## src/rtl/fuzzy_step_sched_2_if.sv

```systemverilog
// Handshake and inference-table signals of the phase-2 fuzzy step sequencer.
// The slave modport is the sequencer. The master modport is the sample source, the sink and the table.
interface fuzzy_step_sched_2_if #(
    parameter int W     = 16,
    parameter int OUT_W = 16
) ();
    logic                    in_valid;
    logic                    in_ready;
    logic signed [W-1:0]     in_err;
    logic [4:0]              fuzzy_EC;
    logic [4:0]              fuzzy_df;
    logic                    out_valid;
    logic                    out_ready;
    logic signed [OUT_W-1:0] out_u;
    logic                    df_err;
    logic                    busy;

    modport slave (
        input  in_valid, in_err, fuzzy_df, out_ready,
        output in_ready, fuzzy_EC, out_valid, out_u, df_err, busy
    );

    modport master (
        output in_valid, in_err, fuzzy_df, out_ready,
        input  in_ready, fuzzy_EC, out_valid, out_u, df_err, busy
    );
endinterface

```

## src/rtl/fuzzy_step_sched_2.sv

```systemverilog
// Phase-2 fuzzy step sequencer. It forms the error change, quantises it to a 17-level index and
// integrates the table result into a saturating control value. One sample takes six cycles.
module fuzzy_step_sched_2 #(
    parameter int W      = 16,
    parameter int QSHIFT = 4,
    parameter int GAIN   = 1,
    parameter int OUT_W  = 16
) (
    input  logic                 clk,
    input  logic                 rst,
    input  logic                 clr,
    fuzzy_step_sched_2_if.slave  bus
);
    typedef enum logic [2:0] {
        S_IDLE,
        S_DIFF,
        S_QUANT,
        S_INFER,
        S_ACC,
        S_OUT
    } state_t;

    // Wide enough for out_u + 8*GAIN with GAIN up to 2^(OUT_W-1).
    localparam int SUM_W = OUT_W + 8;

    localparam logic signed [W:0]       Q_MAX    = (W+1)'(8);
    localparam logic signed [W:0]       Q_MIN    = (W+1)'(-8);
    localparam logic signed [OUT_W-1:0] OUT_MAX  = {1'b0, {(OUT_W-1){1'b1}}};
    localparam logic signed [OUT_W-1:0] OUT_MIN  = {1'b1, {(OUT_W-1){1'b0}}};
    localparam logic signed [SUM_W-1:0] SUM_MAX  = {{(SUM_W-OUT_W){1'b0}}, OUT_MAX};
    localparam logic signed [SUM_W-1:0] SUM_MIN  = {{(SUM_W-OUT_W){1'b1}}, OUT_MIN};
    localparam logic signed [SUM_W-1:0] GAIN_EXT = SUM_W'(GAIN);

    state_t                  state_q;
    logic signed [W-1:0]     e_cur_q;
    logic signed [W-1:0]     e_prev_q;
    logic                    first_q;
    logic signed [W:0]       ec_q;
    logic [4:0]              level_q;
    logic [4:0]              df_q;
    logic signed [OUT_W-1:0] out_u_q;
    logic                    out_valid_q;
    logic                    in_ready_q;
    logic                    busy_q;
    logic                    df_err_q;

    logic signed [W:0]       ec_d;
    logic signed [W:0]       q_shift;
    logic [4:0]              level_d;
    logic signed [5:0]       delta;
    logic signed [SUM_W-1:0] sum_full;
    logic signed [OUT_W-1:0] sum_d;

    always_comb begin
        ec_d    = $signed({e_cur_q[W-1], e_cur_q}) - $signed({e_prev_q[W-1], e_prev_q});
        q_shift = ec_q >>> QSHIFT;
        if (q_shift > Q_MAX) begin
            level_d = 5'd16;
        end else if (q_shift < Q_MIN) begin
            level_d = 5'd0;
        end else begin
            // q is within [-8, 8], so the low five bits plus 8 wrap to the right level.
            level_d = q_shift[4:0] + 5'd8;
        end

        if (df_q > 5'd16) begin
            delta = 6'sd0;
        end else begin
            delta = $signed({1'b0, df_q}) - 6'sd8;
        end

        // Two's-complement wrap in SUM_W bits is exact, because the true sum always fits.
        sum_full = {{(SUM_W-OUT_W){out_u_q[OUT_W-1]}}, out_u_q}
                 + {{(SUM_W-6){delta[5]}}, delta} * GAIN_EXT;
        if (sum_full > SUM_MAX) begin
            sum_d = OUT_MAX;
        end else if (sum_full < SUM_MIN) begin
            sum_d = OUT_MIN;
        end else begin
            sum_d = sum_full[OUT_W-1:0];
        end
    end

    always_ff @(posedge clk) begin
        if (rst) begin
            state_q     <= S_IDLE;
            e_cur_q     <= '0;
            e_prev_q    <= '0;
            first_q     <= 1'b1;
            ec_q        <= '0;
            level_q     <= 5'd8;
            df_q        <= 5'd8;
            out_u_q     <= '0;
            out_valid_q <= 1'b0;
            in_ready_q  <= 1'b1;
            busy_q      <= 1'b0;
            df_err_q    <= 1'b0;
        end else begin
            case (state_q)
                S_IDLE: begin
                    if (clr) begin
                        out_u_q  <= '0;
                        e_prev_q <= '0;
                        first_q  <= 1'b1;
                        level_q  <= 5'd8;
                    end else if (bus.in_valid) begin
                        e_cur_q    <= bus.in_err;
                        in_ready_q <= 1'b0;
                        busy_q     <= 1'b1;
                        state_q    <= S_DIFF;
                    end
                end
                S_DIFF: begin
                    ec_q     <= first_q ? '0 : ec_d;
                    first_q  <= 1'b0;
                    e_prev_q <= e_cur_q;
                    state_q  <= S_QUANT;
                end
                S_QUANT: begin
                    level_q <= level_d;
                    state_q <= S_INFER;
                end
                S_INFER: begin
                    // The table output settles during this cycle and is captured at its end.
                    df_q     <= bus.fuzzy_df;
                    df_err_q <= (bus.fuzzy_df > 5'd16);
                    state_q  <= S_ACC;
                end
                S_ACC: begin
                    df_err_q    <= 1'b0;
                    out_u_q     <= sum_d;
                    out_valid_q <= 1'b1;
                    state_q     <= S_OUT;
                end
                S_OUT: begin
                    if (bus.out_ready) begin
                        out_valid_q <= 1'b0;
                        in_ready_q  <= 1'b1;
                        busy_q      <= 1'b0;
                        state_q     <= S_IDLE;
                    end
                end
                default: begin
                    state_q     <= S_IDLE;
                    out_valid_q <= 1'b0;
                    in_ready_q  <= 1'b1;
                    busy_q      <= 1'b0;
                    df_err_q    <= 1'b0;
                end
            endcase
        end
    end

    assign bus.in_ready  = in_ready_q;
    assign bus.fuzzy_EC  = level_q;
    assign bus.out_valid = out_valid_q;
    assign bus.out_u     = out_u_q;
    assign bus.df_err    = df_err_q;
    assign bus.busy      = busy_q;
endmodule

```

## src/flat_wrapper.sv

```systemverilog
// flat-port wrapper written by rule: the top's interface ports become plain ports
module fuzzy_step_sched_2_flat 
#(
    parameter int W      = 16,
    parameter int QSHIFT = 4,
    parameter int GAIN   = 1,
    parameter int OUT_W  = 16
)
  (clk, rst, clr, bus_in_valid, bus_in_err, bus_fuzzy_df, bus_out_ready, bus_in_ready, bus_fuzzy_EC, bus_out_valid, bus_out_u, bus_df_err, bus_busy);
  fuzzy_step_sched_2_if #(.W(W), .OUT_W(OUT_W)) bus_i ();
  input  logic clk;
  input  logic rst;
  input  logic clr;
  input wire logic [$bits(bus_i.in_valid)-1:0] bus_in_valid;
  input wire logic [$bits(bus_i.in_err)-1:0] bus_in_err;
  input wire logic [$bits(bus_i.fuzzy_df)-1:0] bus_fuzzy_df;
  input wire logic [$bits(bus_i.out_ready)-1:0] bus_out_ready;
  output wire logic [$bits(bus_i.in_ready)-1:0] bus_in_ready;
  output wire logic [$bits(bus_i.fuzzy_EC)-1:0] bus_fuzzy_EC;
  output wire logic [$bits(bus_i.out_valid)-1:0] bus_out_valid;
  output wire logic [$bits(bus_i.out_u)-1:0] bus_out_u;
  output wire logic [$bits(bus_i.df_err)-1:0] bus_df_err;
  output wire logic [$bits(bus_i.busy)-1:0] bus_busy;
  assign bus_i.in_valid = bus_in_valid;
  assign bus_i.in_err = bus_in_err;
  assign bus_i.fuzzy_df = bus_fuzzy_df;
  assign bus_i.out_ready = bus_out_ready;
  assign bus_in_ready = bus_i.in_ready;
  assign bus_fuzzy_EC = bus_i.fuzzy_EC;
  assign bus_out_valid = bus_i.out_valid;
  assign bus_out_u = bus_i.out_u;
  assign bus_df_err = bus_i.df_err;
  assign bus_busy = bus_i.busy;
  fuzzy_step_sched_2 #(.W(W), .QSHIFT(QSHIFT), .GAIN(GAIN), .OUT_W(OUT_W)) u_core (.clk(clk), .rst(rst), .clr(clr), .bus(bus_i));
endmodule
```

## config.mk

```make
export PLATFORM = sky130hd
export DESIGN_NAME = fuzzy_step_sched_2_flat
export DESIGN_NICKNAME = d
export VERILOG_FILES = /design/src/rtl/fuzzy_step_sched_2_if.sv /design/src/rtl/fuzzy_step_sched_2.sv /design/src/flat_wrapper.sv
export SDC_FILE = /design/constraint.sdc
export NUM_CORES = 1
export LEC_CHECK = 0
export ABC_CLOCK_PERIOD_IN_PS = 5370
export CORE_ASPECT_RATIO = 1.2
export CORE_MARGIN = 5
export CORE_UTILIZATION = 61
export DETAILED_ROUTE_END_ITERATION = 8
export PLACE_DENSITY = 0.86
export SETUP_SLACK_MARGIN = 0.5
export SYNTH_ARGS = -nofsm -noshare
export SYNTH_HDL_FRONTEND = slang
export SYNTH_SLANG_ARGS = --single-unit
```

## constraint.sdc

```tcl
create_clock -name clk -period 5.37 [get_ports clk]
set_input_delay 0.8055 -clock clk [delete_from_list [all_inputs] [get_ports clk]]
set_output_delay 0.8055 -clock clk [all_outputs]
set_load 0.01 [all_outputs]
```

==> results.ini, run 1 <==
[status]
status=finished clean

[synthesis]
synthArstFlopShare_pct=0
synth.ff_latch_count=79
syn_area_per_cell_um2=8.404
syn_area_um2=4362
synth_edf_count=0
ys.flop_type=dfxtp_1
syn_nets=580
synth.top_cell.area_share_pct=36.26
synth_top_area_cell=dfxtp_1
synth_area_leaders=dfxtp_1 (36%), ha_1 (9.8%), nand2_1 (6.5%), a21oi_1 (5.7%), a22o_1 (3.2%)
yosysSeqAreaShare_pct=36.26
synth_warnings=0
synth_cell_types=61
syn_inst=519

[place]
io_buffer_count=50
gp_routability_congestion=0.9145
dp_hpwl_um=7153

[global_routing]
grt_max_degree=31
grt_pass1_wl_um=16780
antenna_found_initial=0
grt_pass1_vias=3950
track_usage_pct=23.03
grt-ovfl-total=0

[power]
p_comb_share_pct=14.5
leakage_nw=2.110
p_sw_mw=0.3473
seq_power_share_pct=44.4
internal_power_mw=1.043
p_clk_share_pct=41.1
ir_drop_v=0.0002231
p_sw_share_pct=24.98
p_per_area_nw_per_um2=268.4

[floorplan]
die_h_um=102.6
dieArea_um2=8948
start_util_pct=63.26
pin_count=51
die_w_um=87.19
core_um2=6895
rows=33

[clocking]
numCtsBuffers=9
clock_latency_ns=0.35
post_cts_buffers=0
ctsResizeCount=0
cts_root_buffer=clkbuf_8
cts_tree=built
clkTransAtPathRegs_ns=0.08
h-tree-depth=3
cts.sinks=79
postCtsHoldBufs=0
clockBufferDepth=2

[timing]
finClkSkew_ns=0.009934
slew_viol_final=0
hold_viol_final=0
min_period_ns=3.660
setup_viol=0
finalCritPeriodShare_pct=68.15
relSlewSlack_pct=22.52
worst_pin_slew_ns=1.159
tns_ns=0
fmax_mhz=273.2
rsz0062_at_grt=no
hold_ws_ns=0.4627

[routing]
avgViaCountPerCell=5.950
wl_um=9943
drc=0
drtAntennaViolNets=0
wl_per_cell_um=15.18
drtIter0Drc=235
dr.pass1.iters=4
vias=3897

[setup_path]
end_kind=register
start_kind=register
required_ns=5.63
cp_num_buf_inv=0
path_delay_family=compound AO/OA/AOI/OAI gates
crit_chain=nor2_1, ha_1, a21o_1, a31oi_2, and3b_1, a2111o_1, o21ai_2, nand2_1, a311oi_1
cp_slowest_cell=nor2_1
critPathKind=reg -> reg
max_stage_delay_ns=0.71
critPathArrivalTime_ns=3.92
path_max_fanout=14

[worst_hold_path]
hold_class=reg -> reg

[layout]
fill_cells=504
n_antenna_cell=0
areaGrowthSynthToFinish_pct=18.79
drive_gt1_share_pct=5.106
final-seq-area_um2=1582
layout.nets=625
multiInputGateArea_um2=2613

[run]
maxCapViolCount=0

-- per-stage QoR --
step | power [mW] | util [%] | instances | setup WS (ns) | cell area [µm²]
floorplan | 0.7691 | - | 519 | 2.389 | 4362
global placement | 0.8224 | 71.40 | 640 | 1.940 | 4923
detailed placement | 0.8302 | 71.40 | 640 | 1.756 | 4923
CTS | 1.396 | 75.14 | 655 | 1.736 | 5181
global route | 1.449 | 75.14 | 655 | 1.448 | 5181
finish | 1.390 | 75.14 | 655 | 1.710 | 5181
-- power by group through the flow --
stage	logic [mW]	clock network [mW]	registers [mW]
after floorplan	0.145	0	0.624
after global placement	0.192	0	0.630
after detailed placement	0.199	0	0.631
after CTS	0.202	0.577	0.617
after global routing	0.224	0.605	0.620
final	0.201	0.572	0.618
-- worst register-to-register path, stage by stage (launching register included) --
cell and delay [ns]:
dfxtp_1 0.36, nor2_1 0.71, ha_1 0.46, a21o_1 0.24, a31oi_2 0.22, and3b_1 0.22, a2111o_1 0.44, o21ai_2 0.49
nand2_1 0.14, a311oi_1 0.30
-- metal layers --
layer / share of wire [%] / vias up / track usage, %
met3: 4.5 / 21 / 4.077
met5: 0 / - / 0
met2: 53 / 93 / 43.37
met4: 1.8 / 0 / 10.51
li1: - / 1958 / -
met1: 40 / 1825 / 24.79
-- state kept, by name, indices dropped and copies added (netlist names) --
name                  flops
u_core.df_q               5
u_core.ec_q              13
u_core.state_q            3
u_core.bus.fuzzy_EC       5
u_core.bus.in_ready       1
u_core.e_prev_q          16
u_core.bus.out_u         16
u_core.bus.df_err         1
u_core.bus.busy           1
u_core.bus.out_valid      1
u_core.first_q            1
u_core.e_cur_q           16
-- layout make-up --
class / count / area share [%]
Sequential cell: 79 / 30.52
Tap cell: 87 / 2.101
Inverter: 24 / 1.739
Clock buffer: 9 / 2.391
Clock inverter: 6 / 2.584
Multi-Input combinational cell: 396 / 50.42
Timing Repair Buffer: 54 / 10.24
-- synth_stat cells (2+ instances only) --
cell      number
a211o_1        4
a211oi_1       4
a21boi_0       9
a21o_1        18
a21oi_1       50
a221oi_1       2
a22o_1        16
a22oi_1        7
a311oi_1       5
and3_1         3
buf_1          2
clkbuf_1      16
dfxtp_1       79
ha_1          34
inv_1         23
mux2i_1        6
nand2_1       75
nand2b_1       4
nand3_1        6
nand4_1        6
nor2_1        32
nor2b_1       11
nor3_1         8
nor3b_1        3
nor4_1         2
o211ai_1       2
o21a_1         5
o21ai_0       22
o21ai_1        6
o21bai_1       4
o31ai_1        2
or2_2          2
or3_1          2
or4_1          2
or4b_1         2
xnor2_1       13
xor2_1         8
-- final timing paths --
kind | endpoint | depth (start not counted) | from | slack, ns
max | u_core.bus.out_u[1]$_SDFFE_PP0P_ | 9 | u_core.df_q[4]$_SDFFE_PP0P_ | 1.71
min | u_core.bus.in_ready$_SDFFE_PP1P_ | 2 | u_core.bus.in_ready$_SDFFE_PP1P_ | 0.46
max reg2reg | u_core.bus.out_u[1]$_SDFFE_PP0P_ | 9 | u_core.df_q[4]$_SDFFE_PP0P_ | 1.71
min reg2reg | u_core.bus.in_ready$_SDFFE_PP1P_ | 2 | u_core.bus.in_ready$_SDFFE_PP1P_ | 0.46
-- kinds of logic after synthesis --
| group | Yosys count | synth area share [%] |
|---|---|---|
| AOI/OAI and AO/OA | 169 | 26.10 |
| and+or+nand+nor | 165 | 17.84 |
| DFF | 79 | 36.26 |
| buffers and inverters | 44 | 3.987 |
| adders and majority gates | 35 | 10.21 |
| xor gates and xnor gates | 21 | 4.217 |
| muxes | 6 | 1.377 |
-- cell usage in the layout, fill, tap and decap left out, types with 9 or more instances in the layout --
master           instances
a21boi_0                 9
dfxtp_1                 79
clkbuf_8                 9
inv_1                   23
nand2_1                 75
clkdlybuf4s50_1         50
a21oi_1                 50
a21o_1                  18
o21ai_0                 22
nor2_1                  32
a22o_1                  16
ha_1                    34
xnor2_1                 13
nor2b_1                 11
Power figures use the tool's default switching activity.
==> run 2: changes to the inputs <==
ABC_CLOCK_PERIOD_IN_PS = 3100   (was 5370)
CORE_UTILIZATION = 51   (was 61)
PLACE_DENSITY = 0.77   (was 0.86)
clock period = 3.1 ns   (was 5.37 ns; I/O delays follow)
==> run 2 against run 1 <==
Against the previous run:
- routed wire length up 5.8%
- critical path depth up 2
- sequential cell count unchanged
- count of clock-buffer cells in the layout up 2
- critical endpoint is now u_core.bus.out_u[4]$_SDFFE_PP0P_
- largest cell class unchanged
- highest routed layer unchanged
==> results.ini, run 2 (synthesis results as in run 1) <==
[timing]
fin_ws_ns=0.3002
hold_viol_final=0
hold_ws_ns=0.4510
setup_viol=0
finClkSkew_ns=0.01080
min_period_ns=2.800
fmax_mhz=357.2
rsz0062_at_grt=yes
finalCritPeriodShare_pct=90.32
slew_viol_final=0
worst_pin_slew_ns=1.110
relSlewSlack_pct=25.71
tns_ns=0

[routing]
dr.pass1.iters=5
drtIter0Drc=151
vias=4030
avgViaCountPerCell=5.668
drtAntennaViolNets=0
wl_um=10520
wl_per_cell_um=14.79
drc=0

[run]
maxCapViolCount=0

[clocking]
clkTransAtPathRegs_ns=0.09
cts_root_buffer=clkbuf_8
h-tree-depth=3
cts_tree=built
cts.sinks=79
numCtsBuffers=9
postCtsHoldBufs=0
clockBufferDepth=2
clock_latency_ns=0.34

[setup_path]
crit_chain=nor2_4, buf_12, ha_4, a21o_1, a31oi_4, and3b_1, a2111o_1, buf_4, o21ai_4, nand2_1, a311oi_2
rr_startpoint=u_core.df_q[4]$_SDFFE_PP0P_
path_delay_family=compound AO/OA/AOI/OAI gates
cp_num_buf_inv=2
path_max_fanout=7
critPathArrivalTime_ns=3.05
crit_path_start=u_core.df_q[4]$_SDFFE_PP0P_
end_kind=register
cp_slowest_cell=a2111o_1
max_stage_delay_ns=0.45
start_kind=register
critPathKind=reg -> reg
required_ns=3.35

[floorplan]
rows=37
die_w_um=94.42
start_util_pct=51.48
die_h_um=111.3
core_um2=8472
dieArea_um2=10510
pin_count=51

[power]
p_clk_share_pct=36.9
p_per_area_nw_per_um2=405.5
seq_power_share_pct=46.4
ir_drop_v=0.0003259
p_sw_share_pct=26.56
p_sw_mw=0.6119
power_mw=2.304
internal_power_mw=1.692
p_comb_share_pct=16.6
leakage_nw=2.236

[layout]
design_area_um2=5683
layout_common_cells=dfxtp_1 (77), nand2_1 (74), clkdlybuf4s50_1 (50), a21oi_1 (47), ha_1 (28)
layout.nets=650
fill_cells=679
drive_gt1_share_pct=15.49
areaGrowthSynthToFinish_pct=30.29
n_antenna_cell=0
final_common_cell=dfxtp_1

[place]
post-place-ws_ns=0.1209
gp_routability_congestion=0.9035
place_area_um2=5019
dp_hpwl_um=7074
io_buffer_count=50

[worst_hold_path]
min_from=u_core.bus.in_ready$_SDFFE_PP1P_
hold_class=reg -> reg

[global_routing]
grt_pass1_wl_um=17180
track_usage_pct=19.73
grt_max_degree=32
antenna_found_initial=0
grt_pass1_vias=3962
grt-ovfl-total=0

[status]
status=finished clean

## run 2: worst register-to-register path, stage by stage (launching register included)
cell	delay (ns)
dfxtp_4	0.38
nor2_4	0.16
buf_12	0.14
ha_4	0.21
a21o_1	0.19
a31oi_4	0.15
and3b_1	0.20
a2111o_1	0.45
buf_4	0.17
o21ai_4	0.25
nand2_1	0.13
a311oi_2	0.29
## run 2: worst paths after layout
| path | end | slack [ns] | cells after the start |
|---|---|---|---|
| worst max-delay path | u_core.bus.out_u[4]$_SDFFE_PP0P_ | 0.30 | 11 |
| worst min-delay path | u_core.bus.in_ready$_SDFFE_PP1P_ | 0.45 | 2 |
| worst max register to register | u_core.bus.out_u[4]$_SDFFE_PP0P_ | 0.30 | 11 |
| worst min register to register | u_core.bus.in_ready$_SDFFE_PP1P_ | 0.45 | 2 |
## run 2: final cells by class
class / count / area [µm²] / share of cell area, %
tap: 117 / 146.4 / 2.576
clock buffer: 11 / 141.4 / 2.488
inverter: 24 / 90.09 / 1.585
clock inverter: 5 / 81.33 / 1.431
multi-input combinational: 398 / 2902 / 51.06
sequential: 79 / 1587 / 27.92
timing repair buffer: 77 / 735.7 / 12.95
## run 2: what timing repair did
action | CTS | global route
resized for setup | 30 | 25
cloned | 1 | 1
pin swaps | 13 | 14
setup buffers | 12 | 9
setup endpoints to repair | 16 | 19
## run 2: power groups by stage
stage	Combinational [mW]	Clock (mW)	Sequential [mW]
floorplan	0.254	0	1.08
global placement	0.337	0	1.09
detailed placement	0.346	0	1.09
CTS	0.364	0.865	1.07
global route	0.430	0.908	1.08
finish	0.383	0.851	1.07
## run 2: layer usage
metal	share of wire (%)	GRT usage [%]
met5	0	0
met3	4.5	3.870
met4	2.2	7.418
met2	52	34.38
met1	42	23.65
## run 2: per-stage QoR
step / utilization, % / std cells
after floorplan: - / 519
after global placement: 59.24 / 672
after detailed placement: 59.24 / 672
after CTS: 64.98 / 701
after global routing: 67.08 / 711
final: 67.08 / 711
